$ cat src/rtl/data_mem_arbiter.sv
// Two-master arbiter (core + external) in front of a single-port data memory, with timeout and sticky bus_err.
// Define ARB_ROUND_ROBIN_EN for alternating grants on contention; otherwise the core has fixed priority.
module data_mem_arbiter #(
    parameter int unsigned TIMEOUT = 15
) (
    input  logic       clk,
    input  logic       reset,
    input  logic       core_rd,
    input  logic       core_wr,
    input  logic [4:0] core_addr,
    input  logic [7:0] core_wdata,
    output logic [7:0] core_rdata,
    output logic       core_stall,
    input  logic       ext_req,
    input  logic       ext_we,
    input  logic [4:0] ext_addr,
    input  logic [7:0] ext_wdata,
    output logic       ext_ack,
    output logic [7:0] ext_rdata,
    output logic       mem_en,
    output logic       mem_we,
    output logic [4:0] mem_addr,
    output logic [7:0] mem_wdata,
    input  logic [7:0] mem_rdata,
    input  logic       mem_ready,
    output logic       bus_err
);

    typedef enum logic [1:0] {IDLE, ACCESS, RESP} state_e;
    typedef enum logic {OWN_CORE, OWN_EXT} owner_e;

    localparam logic [7:0] CNT_LAST = 8'(TIMEOUT - 1);

    state_e     state_q, state_d;
    owner_e     owner_q, owner_d;
    logic       we_q, we_d;
    logic [4:0] addr_q, addr_d;
    logic [7:0] wdata_q, wdata_d;
    logic [7:0] rdata_q, rdata_d;
    logic [7:0] cnt_q, cnt_d;
    logic       bus_err_q, bus_err_d;
    logic       core_req;
    logic       grant_ext;

`ifdef ARB_ROUND_ROBIN_EN
    owner_e last_q, last_d;

    always_ff @(posedge clk or negedge reset) begin
        if (!reset) last_q <= OWN_EXT;
        else        last_q <= last_d;
    end
`endif

    always_comb begin
        core_req  = core_rd | core_wr;
        grant_ext = 1'b0;
        if (core_req && ext_req) begin
`ifdef ARB_ROUND_ROBIN_EN
            grant_ext = (last_q == OWN_CORE);
`else
            grant_ext = 1'b0;
`endif
        end else begin
            grant_ext = ext_req;
        end
    end

    always_comb begin
        state_d   = state_q;
        owner_d   = owner_q;
        we_d      = we_q;
        addr_d    = addr_q;
        wdata_d   = wdata_q;
        rdata_d   = rdata_q;
        cnt_d     = cnt_q;
        bus_err_d = bus_err_q;
`ifdef ARB_ROUND_ROBIN_EN
        last_d    = last_q;
`endif
        case (state_q)
            IDLE: begin
                if (core_req || ext_req) begin
                    state_d = ACCESS;
                    cnt_d   = '0;
                    if (grant_ext) begin
                        owner_d = OWN_EXT;
                        we_d    = ext_we;
                        addr_d  = ext_addr;
                        wdata_d = ext_wdata;
                    end else begin
                        owner_d = OWN_CORE;
                        we_d    = core_wr;
                        addr_d  = core_addr;
                        wdata_d = core_wdata;
                    end
`ifdef ARB_ROUND_ROBIN_EN
                    last_d = grant_ext ? OWN_EXT : OWN_CORE;
`endif
                end
            end
            ACCESS: begin
                // Completion on the last allowed cycle wins over the timeout.
                if (mem_ready) begin
                    if (!we_q) rdata_d = mem_rdata;
                    state_d = RESP;
                end else if (cnt_q == CNT_LAST) begin
                    rdata_d   = 8'hFF;
                    bus_err_d = 1'b1;
                    state_d   = RESP;
                end else begin
                    cnt_d = cnt_q + 8'd1;
                end
            end
            RESP:    state_d = IDLE;
            default: state_d = IDLE;
        endcase
    end

    always_ff @(posedge clk or negedge reset) begin
        if (!reset) begin
            state_q   <= IDLE;
            owner_q   <= OWN_CORE;
            we_q      <= 1'b0;
            addr_q    <= '0;
            wdata_q   <= '0;
            rdata_q   <= '0;
            cnt_q     <= '0;
            bus_err_q <= 1'b0;
        end else begin
            state_q   <= state_d;
            owner_q   <= owner_d;
            we_q      <= we_d;
            addr_q    <= addr_d;
            wdata_q   <= wdata_d;
            rdata_q   <= rdata_d;
            cnt_q     <= cnt_d;
            bus_err_q <= bus_err_d;
        end
    end

    // Memory command is driven purely from latched values and forced to zero outside ACCESS.
    always_comb begin
        mem_en     = (state_q == ACCESS);
        mem_we     = mem_en & we_q;
        mem_addr   = mem_en ? addr_q : '0;
        mem_wdata  = mem_en ? wdata_q : '0;
        ext_ack    = (state_q == RESP) && (owner_q == OWN_EXT);
        core_stall = core_req & ~((state_q == RESP) && (owner_q == OWN_CORE));
        core_rdata = rdata_q;
        ext_rdata  = rdata_q;
        bus_err    = bus_err_q;
    end

endmodule

$ cat config.mk
export PLATFORM = sky130hd
export DESIGN_NAME = data_mem_arbiter
export DESIGN_NICKNAME = d
export VERILOG_FILES = /design/src/rtl/data_mem_arbiter.sv
export SDC_FILE = /design/constraint.sdc
export NUM_CORES = 1
export LEC_CHECK = 0
export BUFFER_PORTS_ARGS = -buffer_cell sky130_fd_sc_hd__buf_2
export CAP_MARGIN = 30
export CELL_PAD_IN_SITES_DETAIL_PLACEMENT = 1
export CELL_PAD_IN_SITES_GLOBAL_PLACEMENT = 2
export CORE_UTILIZATION = 31
export CTS_CLUSTER_SIZE = 20
export DETAILED_ROUTE_END_ITERATION = 8
export GPL_TIMING_DRIVEN = 0
export HOLD_SLACK_MARGIN = 0.08
export PLACE_DENSITY_LB_ADDON = 0.15
export SYNTH_ARGS = -nofsm -noshare
export SYNTH_HDL_FRONTEND = slang
export SYNTH_SLANG_ARGS = --single-unit
$ cat constraint.sdc
create_clock -name clk -period 3.25 [get_ports clk]
set_input_delay 0.65 -clock clk [delete_from_list [all_inputs] [get_ports clk]]
set_output_delay 0.65 -clock clk [all_outputs]
set_load 0.05 [all_outputs]
---- After elaboration in Yosys (flattened, before gate mapping) ----
Index checks and enable logic that the tools add are counted.
word-level totals
  output and inout bits ................... 34
  register bits after elaboration ......... 34
  bits of input ports ..................... 41
  word-level logic and storage cells ...... 53
cells by class
  equal/unequal tests ..................... 8
  reduce and logical (&&, ||, !) cells .... 12
  bitwise gates (word level) .............. 6
  mux-type cells .......................... 18
  add/sub/neg operators ................... 1
operator list
  operator               number
  $mux W8                8
  $pmux W8 S2            1
  $mux W5                2
  $add A8 B1 Y8 const B  1
  $eq A8 B4 Y1 const B   1
  $ne A2 B2 Y1 const B   4
  $mux W2                3
  $reduce_and A3 Y1      2
  $pmux W2 S2            1
  $reduce_and A2 Y1      2
  $reduce_and A4 Y1      1
  $reduce_bool A2 Y1     2
  $logic_and A1 B1 Y1    3
  $mux W1                3
  $ne A3 B1 Y1 const B   1
  $not A1 Y1             3
  $and A1 B1 Y1          2
  $eq A2 B1 Y1 const B   1
  $eq A2 B2 Y1 const B   1
  $logic_not A2 Y1       1
  $logic_or A1 B1 Y1     1
  $or A1 B1 Y1           1

---- Logic depth before layout (Yosys ltp) ----
Gate-level depths: netlist of run 1.
  depth after elaboration ................. 4
  gate-level depth with buffers ........... 7
  depth with buffers taken out ............ 5

---- Worst setup path before layout of run 1 ----
Ideal clock, no wire load.
  path kind ............................... register to output
  from .................................... reg state_q[1]
  to ...................................... out mem_addr[2]
  buffers on the path ..................... 2
  stages on the path, launching flop included .. 7
  data arrival time ....................... 1,889 ps
  path slack .............................. 711 ps
  data required time ...................... 2,600 ps
  path through ............................ dfrtp_1 -> inv_1 -> nand2_1 -> inv_1 -> buf_2 -> clkbuf_1 -> and2_1
on the way
  longest elaborated chain between the ends .. 2
ends and longest elaborated chain
  item                      line  source
  start: declaration        34    state_e state_q, state_d;
  start signal: assignment  130   state_q <= state_d;
  $eq A2 B1 Y1              143   mem_en = (state_q == ACCESS);
  net mem_en                20    output logic mem_en,
  $mux W5                   145   mem_addr = mem_en ? addr_q : '0;
  end: declaration          22    output logic [4:0] mem_addr,
The timed path passes the listed nets, and every way through them passes these cells.

---- Worst setup path after layout of run 1 ----
  from .................................... reg state_q[1]
  to ...................................... out mem_addr[0]
on the way
  longest elaborated chain between the ends .. 2
ends and longest elaborated chain
  item          line
  $eq A2 B1 Y1  143
  $mux W5       145
No other way between the ends.

==> results of run 1 <==
-- layout by cell type, fill, tap and decap left out, types with 2 or more instances in the layout --
master	Yosys	routed
buf_2	3	77
dfrtp_1	34	34
nor2_1	28	28
mux2_2	26	26
and2_1	14	14
buf_4	9	9
clkbuf_1	7	9
o2bb2ai_1	9	9
a221oi_1	8	8
inv_1	7	7
nand2_1	7	7
nand3_1	5	5
a31oi_1	5	5
clkbuf_8	0	5
nor3_1	3	3
a21oi_1	3	3
nor4_1	3	3
o21ai_0	3	3
or4_1	2	2
nand4_1	2	2
o211a_1	2	2
a211o_1	2	2
o211ai_1	2	2
ha_1	2	2
-- flip-flops by register name (all words and copies together), names as in the netlist --
| name | cells |
|---|---|
| addr_q | 5 |
| wdata_q | 8 |
| bus_err | 1 |
| core_rdata | 8 |
| cnt_q | 8 |
| owner_q | 1 |
| we_q | 1 |
| state_q | 2 |
-- path summary, 6_finish.rpt --
path	from	end	slack [ns]	cells past startpoint
setup / recovery	state_q[1]$_DFFE_PN0P_	mem_addr[0]	0.53	7
setup reg to reg	state_q[0]$_DFFE_PN0P_	state_q[0]$_DFFE_PN0P_	1.40	4
hold reg to reg	bus_err$_DFFE_PN0P_	bus_err$_DFFE_PN0P_	0.48	1
max in group asynchronous	reset	addr_q[4]$_DFFE_PN0P_	2.29	1
min in group clk	bus_err$_DFFE_PN0P_	bus_err$_DFFE_PN0P_	0.48	1
hold / removal	reset	core_rdata[3]$_DFFE_PN0P_	0.44	1
-- worst max-delay path, delay by kind of cell, from the launching register on --
family | cells | cell delay (ns)
simple gates | 2 | 0.28
flops | 1 | 0.42
buf+inv | 5 | 1.07
-- per-stage QoR --
stage	std cells	utilization, %	hold slack, ns	instance area (um2)	setup WS (ns)
4_1_cts	356	41.8	0.472	2530	0.470
2_1_floorplan	200	-	0.354	1990	0.711
3_5_place_dp	349	40.5	0.469	2460	0.805
6_report	356	41.8	0.443	2530	0.530
3_3_place_gp	349	40.5	0.464	2460	0.799
5_1_grt	356	41.8	0.513	2530	0.346
-- power by group --
part           internal (mW)  leakage, nW  switching, mW
Clock                  0.148       0.0383          0.151
Sequential             0.581        0.422          0.127
Combinational          0.430        0.769          0.957
-- layer usage --
layer / vias up / global-route usage [%] / routed length (um)
li1: 881 / - / -
met1: 874 / 22.7 / 2460
met2: 54 / 27.2 / 2480
met3: 6 / 5.82 / 366
met4: 0 / 4.74 / 41
met5: - / 0 / 0
-- kinds of logic after synthesis --
group / share of synthesized area, %
fa+ha+maj: 1.26
mux: 15.2
buf+inv: 7.22
flops: 42.7
compound gates: 16.3
simple gates: 17.3
-- cell type report --
class                      count  area (um2)  area share (%)
buffer                        20         114            4.50
inverter                       8        30.0            1.19
tap                           75        93.8            3.71
sequential                    34         851            33.6
timing repair buffer          74         370            14.6
multi-input combinational    138         997            39.4
clock buffer                   7        76.3            3.01
==> out/qor.yml, run 1 <==
global_route:
  grt_pass1_wl_um: 8710
  grt_antenna_before_repair: 0
  grtUsageTotal_pct: 17.3
  gr-total-overflow: 0
  grt_max_degree: 35
  grt_pass1_vias: 1753
floorplan:
  core-area_um2: 6060
  dieArea_um2: 6750
  start_util_pct: 32.9
  die_w_um: 82.2
  placementRows: 28
  chipHeight_um: 82.2
  io_pins: 75
synthesis:
  synth_edf_count: 0
  ys_ff_latch: 34
  syn_avg_cell_area_um2: 9.96
  synthArstFlopShare_pct: 100
  netlist_top_cells_area: "dfrtp_1 (43%), mux2_2 (15%), nor2_1 (5.3%)"
  netlist_instances: 200
  synth_common_cells: "dfrtp_1 (34), nor2_1 (28), mux2_2 (26)"
  synth.top_cell.area_share_pct: 42.7
  synthesis.area_um2: 1990
  ys_types: 37
  synth_ff_type: "dfrtp_1"
  yosysTopAreaCell: "dfrtp_1"
  synth.most_common_cell: "dfrtp_1"
  synth_nets: 243
  synth_warnings: 0
  synth_seq_area_share_pct: 42.7
job:
  max-cap-violations: 0
finish:
  nNetsFinal: 324
  fillers: 742
  antenna_cells: 0
  drive_above_1_share_pct: 43.1
  area_growth_pct: 27.1
critical_path:
  cp-end-kind: "primary output"
  cp-start-kind: "flip-flop"
  crit_fanout: 10
  crit_slowest_cell: "dfrtp_1"
  slowest_delay_ns: 0.42
  crit_chain: "inv_1 > nand2_1 > inv_1 > buf_2 > clkbuf_1 > and2_1 > buf_2"
  critPathArrivalTime_ns: 2.07
  required_ns: 2.60
  path_class: "flip-flop to primary output"
clock_tree:
  htree_levels: 2
  clock_latency_ns: 0.29
  clock-root-buffer: "clkbuf_8"
  clkSinkCount: 34
  cts_resized: 0
  cts_made_buffers: 5
  cts_setup_buffers: 0
  cts.path.max_buffers: 2
  cts_tree: "built"
  clk_pin_slew_ns: 0.07
  cts_hold_buf: 0
placed_design:
  place.gp.congestion: 0.692
  dp_hpwl_um: 3910
  port_buffers: 74
pwr:
  p_total_mw: 2.39
  p_per_area_nw_per_um2: 945
  power_leakage_nw: 1.23
  ir_drop_mv: 0.562
sta:
  finalMaxSlewViolations: 0
  tns_ns: 0
  tightestPinTransition_ns: 0.963
  hold_viol_final: 0
  skew_ns: 0.00993
  slew-limit-headroom_pct: 35.2
  rsz0062_at_grt: "no"
  period_needed_ns: 2.72
  finalCritPeriodShare_pct: 83.7
  fmax_mhz: 368
  setup_viol: 0
route:
  drt_iter0_drc: 75
  route.detailed.drc: 0
  vias: 1815
  final_antenna_net_count: 0
  routed_wl_um: 5350
  avgRoutedWirePerCell_um: 15.0
  dr.pass1.iters: 4
  post_drt_via_cell_ratio: 5.10
hold_path:
  worstHoldPathType: "input port to async pin"
status:
  status: "finished clean"
(Power assumes the default switching activity.)
==> inputs of run 2 (changes only) <==
- ABC_AREA: default -> 1
- CORE_UTILIZATION: 31 -> 26
- clock period: 3.25 -> 2.6 ns (I/O delays scaled with it)
==> run 2 against run 1 <==
Compared with the run above:
- sequential share of layout area rose by 0.12 points
- clock-buffer cell count unchanged
- non-clock buffer count is 3 lower
- sequential power is 21% higher
==> out/qor.yml, run 2 <==
floorplan:
  io_pins: 75  # unchanged
  die_w_um: 88.3  # +7.5%
  core-area_um2: 7210  # +19%
  dieArea_um2: 7800  # +16%
  placementRows: 31  # +11%
  start_util_pct: 26.9  # -6.0 points
  chipHeight_um: 88.3  # +7.5%
finish:
  final_cell_mix: "buf_2 (79), nand2_1 (60), nor2_1 (37), dfrtp_1 (34), inv_1 (31)"
  multiInputGateArea_um2: 843  # -15%
  antenna_cells: 0  # unchanged
  area_growth_pct: 30.2
  drive_above_1_share_pct: 34.4  # -8.7 points
  nNetsFinal: 385  # +19%
  seqCellArea_um2: 851  # unchanged
  fillers: 955  # +29%
  final_area_um2: 2520  # -0.35%
  mostFrequentLayoutCell: "buf_2"
  final_util_pct: 35.0  # -6.8 points
synthesis:
  synth_seq_area_share_pct: 43.9  # +1.2 points
  synth_nets: 304  # +25%
  yosysTopAreaCell: "dfrtp_1"
  synthArstFlopShare_pct: 100  # unchanged
  synth_edf_count: 0  # unchanged
  ys_ff_latch: 34  # unchanged
  synth_ff_type: "dfrtp_1"
  synth.top_cell.area_share_pct: 43.9  # +1.2 points
  ys_types: 27  # -27%
  synthesis.area_um2: 1940  # -2.7%
  syn_avg_cell_area_um2: 7.43  # -25%
  synth.most_common_cell: "nand2_1"
  netlist_instances: 261  # +31%
  synth_warnings: 0  # unchanged
  synth_common_cells: "nand2_1 (60), nor2_1 (37), dfrtp_1 (34)"
  netlist_top_cells_area: "dfrtp_1 (44%), nand2_1 (12%), nor2_1 (7.2%)"
clock_tree:
  cts.path.max_buffers: 2  # unchanged
  htree_levels: 2  # unchanged
  clkSinkCount: 34  # unchanged
  cts_resized: 0  # unchanged
  clk_pin_slew_ns: 0.07  # about the same
  cts_made_buffers: 5  # unchanged
  cts_tree: "built"
  cts_hold_buf: 0  # unchanged
  clock-root-buffer: "clkbuf_8"
  cts_setup_buffers: 0  # unchanged
  clock_latency_ns: 0.29  # about the same
sta:
  hold_viol_final: 0  # unchanged
  slew-limit-headroom_pct: 44.3  # +9.0 points
  tns_ns: 0  # unchanged
  rsz0062_at_grt: "no"
  skew_ns: 0.00704  # -0.00289 ns
  finalMaxSlewViolations: 0  # unchanged
  fmax_mhz: 446
  layout_setup_ws_ns: 0.358  # -0.171 ns
  period_needed_ns: 2.24
  tightestPinTransition_ns: 0.836  # -0.127 ns
  finalCritPeriodShare_pct: 86.2
  setup_viol: 0  # unchanged
route:
  final_antenna_net_count: 0  # unchanged
  post_drt_via_cell_ratio: 4.32  # -15%
  avgRoutedWirePerCell_um: 12.4  # -18%
  route.detailed.drc: 0  # unchanged
  vias: 1910  # +5.2%
  drt_iter0_drc: 43  # -43%
  dr.pass1.iters: 4  # unchanged
  routed_wl_um: 5470  # +2.2%
critical_path:
  critPathArrivalTime_ns: 1.72  # -0.35 ns
  cp-start-kind: "flip-flop"
  crit_fanout: 10  # unchanged
  path_class: "flip-flop to primary output"
  required_ns: 2.08  # -0.52 ns
  cp-end-kind: "primary output"
  worstSetupStartpoint: "state_q[1]$_DFFE_PN0P_"
  r2r_start: "cnt_q[0]$_DFFE_PN0P_"
global_route:
  grt_pass1_vias: 1909  # +8.9%
  gr-total-overflow: 0  # unchanged
  grt_pass1_wl_um: 8830  # +1.4%
  grtUsageTotal_pct: 15.1  # -2.2 points
  grt_antenna_before_repair: 0  # unchanged
  grt_max_degree: 35  # unchanged
job:
  max-cap-violations: 0  # unchanged
placed_design:
  dp_slack_ns: 0.645  # -0.161 ns
  place.gp.congestion: 0.730  # +5.4%
  dp_hpwl_um: 3960  # +1.2%
  place_area_um2: 2430  # -0.97%
  port_buffers: 74  # unchanged
status:
  status: "finished clean"
pwr:
  power_leakage_nw: 1.35  # +9.7%
  ir_drop_mv: 0.425  # -24%
  p_per_area_nw_per_um2: 1270  # +34%
hold_path:
  worstHoldPathType: "input port to async pin"
==> run 2: cell count changes after synthesis, sizes merged, moves of 8 or more <==
cell / delta
o21ai: +34
o2bb2ai: -9
mux2: -26
nand3: +17
nand2: +56
nor2: +12
and2: -14
inv: +26
a221oi: -8
or2: +10
==> run 2: worst paths after layout <==
kind                            slack (ns)  cells past startpoint                        end
worst max-delay path                  0.36                      6                mem_addr[1]
worst min-delay path                  0.31                      1       cnt_q[2]$_DFFE_PN0P_
worst max register to register        1.10                      8  core_rdata[6]$_DFFE_PN0P_
worst min register to register        0.47                      2        bus_err$_DFFE_PN0P_
max in group asynchronous             1.74                      1     wdata_q[1]$_DFFE_PN0P_
min in group clk                      0.47                      2        bus_err$_DFFE_PN0P_
==> run 2: area by class of cell <==
cell class	instances	share of cell area, %
Buffer	17	4.76
Timing Repair Buffer	74	14.7
Clock buffer	7	3.42
Sequential cell	34	33.7
Multi-Input combinational cell	177	33.4
Tap cell	99	4.91
Inverter	33	4.91
Clock inverter	1	0.198
==> run 2: critical path: stages (launching register included) <==
cell and delay [ns]:
dfrtp_1 0.41, nor2_2 0.15, buf_6 0.18, inv_2 0.09
buf_2 0.20, nor2_1 0.12, buf_2 0.27
==> run 2: cell families (layout without fill, tap and decap cells) <==
family / Yosys count / in the layout / share of synthesized area [%]
buffers and inverters: 50 / 132 / 12.6
adder cells (fa/ha/maj): 2 / 2 / 1.29
AND/OR/NAND/NOR: 136 / 136 / 31.8
flip-flops: 34 / 34 / 43.9
AO/OA/AOI/OAI: 39 / 39 / 10.4
==> run 2: metal layers <==
metal / part of all wire, % / up-vias / wire length (um) / GRT usage, %
met3: 5.5 / 5 / 300 / 4.66
met2: 49 / 46 / 2680 / 26.0
met1: 44 / 893 / 2420 / 18.0
met4: 1.3 / 0 / 71 / 4.84
met5: 0 / - / 0 / 0
li1: - / 966 / - / -
==> run 2: through the flow <==
| stage | hold WS [ns] | power, mW | cells |
|---|---|---|---|
| after floorplan | 0.224 | 2.36 | 261 |
| after global placement | 0.453 | 2.80 | 434 |
| after detailed placement | 0.458 | 2.83 | 434 |
| after CTS | 0.361 | 3.27 | 442 |
| after global routing | 0.403 | 3.46 | 442 |
| final | 0.313 | 3.21 | 442 |
==> run 2: where the power goes <==
group	switching [mW]	internal [mW]	total, mW	leakage, nW
combinational	1.41	0.513	1.92	0.876
sequential	0.122	0.734	0.856	0.424
clock	0.212	0.214	0.426	0.0482
total	1.74	1.46	3.21	1.35
==> inputs of run 3 (changes only) <==
- CORE_UTILIZATION: 26 -> 23
- clock period: 2.6 -> 1.9 ns (I/O delays scaled with it)
==> run 3 against run 2 <==
Compared with the run above:
- final cell count rose by 2.0%
- register-to-register slack worse by 0.69 ns
- utilization down 2.1 points
- clock skew shrank 0.0028 ns
- largest power group unchanged
==> out/qor.yml, run 3 (synthesis results as in run 2) <==
critical_path:
  crit_chain: "inv_2 > nor2_2 > buf_6 > inv_4 > clkbuf_16 > nor2_4 > buf_6"
  crit_fanout: 8  # -2
  cp-end-kind: "primary output"
  crit_path_frequent_cell: "buf_6"
  critPathArrivalTime_ns: 1.44  # -0.28 ns
  worstSetupStartpoint: "state_q[0]$_DFFE_PN0P_"
  path_class: "flip-flop to primary output"
  path_delay_family: "buffers and inverters"
  crit_slowest_cell: "dfrtp_1"
  slowest_delay_ns: 0.36  # -0.05 ns
  r2r_start: "cnt_q[0]$_DFFE_PN0P_"
  cp_num_buf_inv: 5  # +1
  required_ns: 1.52  # -0.56 ns
  cp-start-kind: "flip-flop"
finish:
  nNetsFinal: 388  # +0.78%
  fillers: 1052  # +10%
  final_cell_mix: "buf_2 (68), nand2_1 (60), dfrtp_1 (34), inv_1 (30), nor2_1 (27)"
  mostFrequentLayoutCell: "buf_2"
  drive_above_1_share_pct: 38.2  # +3.7 points
  area_growth_pct: 38.9
  multiInputGateArea_um2: 883  # +4.7%
  antenna_cells: 0  # unchanged
  layout.cells.non_filler: 451  # +2.0%
  final_util_pct: 32.9  # -2.1 points
  seqCellArea_um2: 851  # unchanged
clock_tree:
  cts_hold_buf: 0  # unchanged
  cts_tree: "built"
  cts_made_buffers: 5  # unchanged
  clock-root-buffer: "clkbuf_8"
  htree_levels: 2  # unchanged
  clk_pin_slew_ns: 0.07  # about the same
  clock_latency_ns: 0.28  # about the same
  clkSinkCount: 34  # unchanged
  cts.path.max_buffers: 2  # unchanged
placed_design:
  place.gp.congestion: 0.688  # -5.7%
  dp_hpwl_um: 4030  # +1.8%
  port_buffers: 74  # unchanged
  dp.cells: 440  # +1.4%
global_route:
  grt_pass1_vias: 1966  # +3.0%
  grt_pass1_wl_um: 9450  # +7.0%
  gr-total-overflow: 0  # unchanged
  grtUsageTotal_pct: 13.8  # -1.3 points
  grt_antenna_before_repair: 0  # unchanged
  grt_max_degree: 35  # unchanged
floorplan:
  die_w_um: 93.8  # +6.2%
  chipHeight_um: 93.8  # +6.2%
  io_pins: 75  # unchanged
  start_util_pct: 23.7  # -3.2 points
  core-area_um2: 8180  # +13%
  dieArea_um2: 8800  # +13%
  placementRows: 33  # +6.5%
sta:
  setup_viol: 0  # unchanged
  skew_ns: 0.00424  # -0.00280 ns
  finalMaxSlewViolations: 0  # unchanged
  tns_ns: 0  # unchanged
  fmax_mhz: 551
  finalCritPeriodShare_pct: 95.6
  hold_viol_final: 0  # unchanged
  period_needed_ns: 1.82
  tightestPinTransition_ns: 0.820  # -0.0161 ns
  slew-limit-headroom_pct: 45.3  # +1.1 points
status:
  status: "finished clean"
route:
  avgRoutedWirePerCell_um: 12.6  # +1.6%
  drt_iter0_drc: 88  # +100%
  post_drt_via_cell_ratio: 4.25  # -1.6%
  final_antenna_net_count: 0  # unchanged
  route.detailed.drc: 0  # unchanged
  vias: 1917  # +0.37%
  routed_wl_um: 5670  # +3.6%
  dr.pass1.iters: 4  # unchanged
pwr:
  power_leakage_nw: 1.39  # +2.9%
  ir_drop_mv: 0.644  # +52%
  p_per_area_nw_per_um2: 1770  # +39%
  p_total_mw: 4.75  # +48%
hold_path:
  worstHoldPathType: "input port to async pin"
job:
  max-cap-violations: 0  # unchanged
run 3: power by group:
group	internal (mW)	leakage (nW)	switching, mW
registers	1.00	0.424	0.170
clock network	0.293	0.0482	0.282
logic	0.949	0.915	2.05
total	2.25	1.39	2.51
run 3: worst paths after layout:
| kind | endpoint | slack [ns] | cells past startpoint |
|---|---|---|---|
| worst max-delay path | mem_wdata[1] | 0.08 | 7 |
| worst min-delay path | wdata_q[2]$_DFFE_PN0P_ | 0.19 | 1 |
| worst max register to register | core_rdata[0]$_DFFE_PN0P_ | 0.41 | 8 |
| worst min register to register | bus_err$_DFFE_PN0P_ | 0.47 | 2 |
| max in group asynchronous | cnt_q[6]$_DFFE_PN0P_ | 1.20 | 1 |
| min in group clk | wdata_q[6]$_DFFE_PN0P_ | 0.35 | 3 |
run 3: area by class of cell:
cell class,count,area share [%]
Clock inverter,1,0.186
Timing Repair Buffer,77,17.6
Clock buffer,7,3.21
Multi-Input combinational cell,177,32.8
Inverter,33,4.70
Sequential cell,34,31.6
Tap cell,105,4.88
Buffer,17,5.02
run 3: through the flow:
stage | hold slack, ns | setup slack, ns | instance area, um2
CTS | 0.227 | 0.0349 | 2600
global placement | 0.443 | 0.0611 | 2440
global route | 0.254 | -0.00984 | 2690
floorplan | 0.0844 | -0.107 | 1940
finish | 0.185 | 0.0842 | 2690
detailed placement | 0.457 | 0.0642 | 2440
run 3: timing repair:
action	CTS	global route
hold endpoints to repair	0	0
setup buffers	2	0
setup endpoints to repair	10	10
resized for setup	19	21
gates cloned	0	1
pin swaps	0	1
run 3: worst register-to-register path, delay by kind of cell (launching register included):
kind / cells / cell delay (ns)
simple gates: 6 / 0.75
flops: 1 / 0.41
fa+ha+maj: 1 / 0.17
buf+inv: 1 / 0.10
run 3: per-layer routing:
metal	up-vias	GRT usage, %	wire length, um
li1	967	-	-
met1	901	17.8	2560
met2	45	22.7	2750
met3	4	3.72	301
met4	0	3.46	54
met5	-	0	0
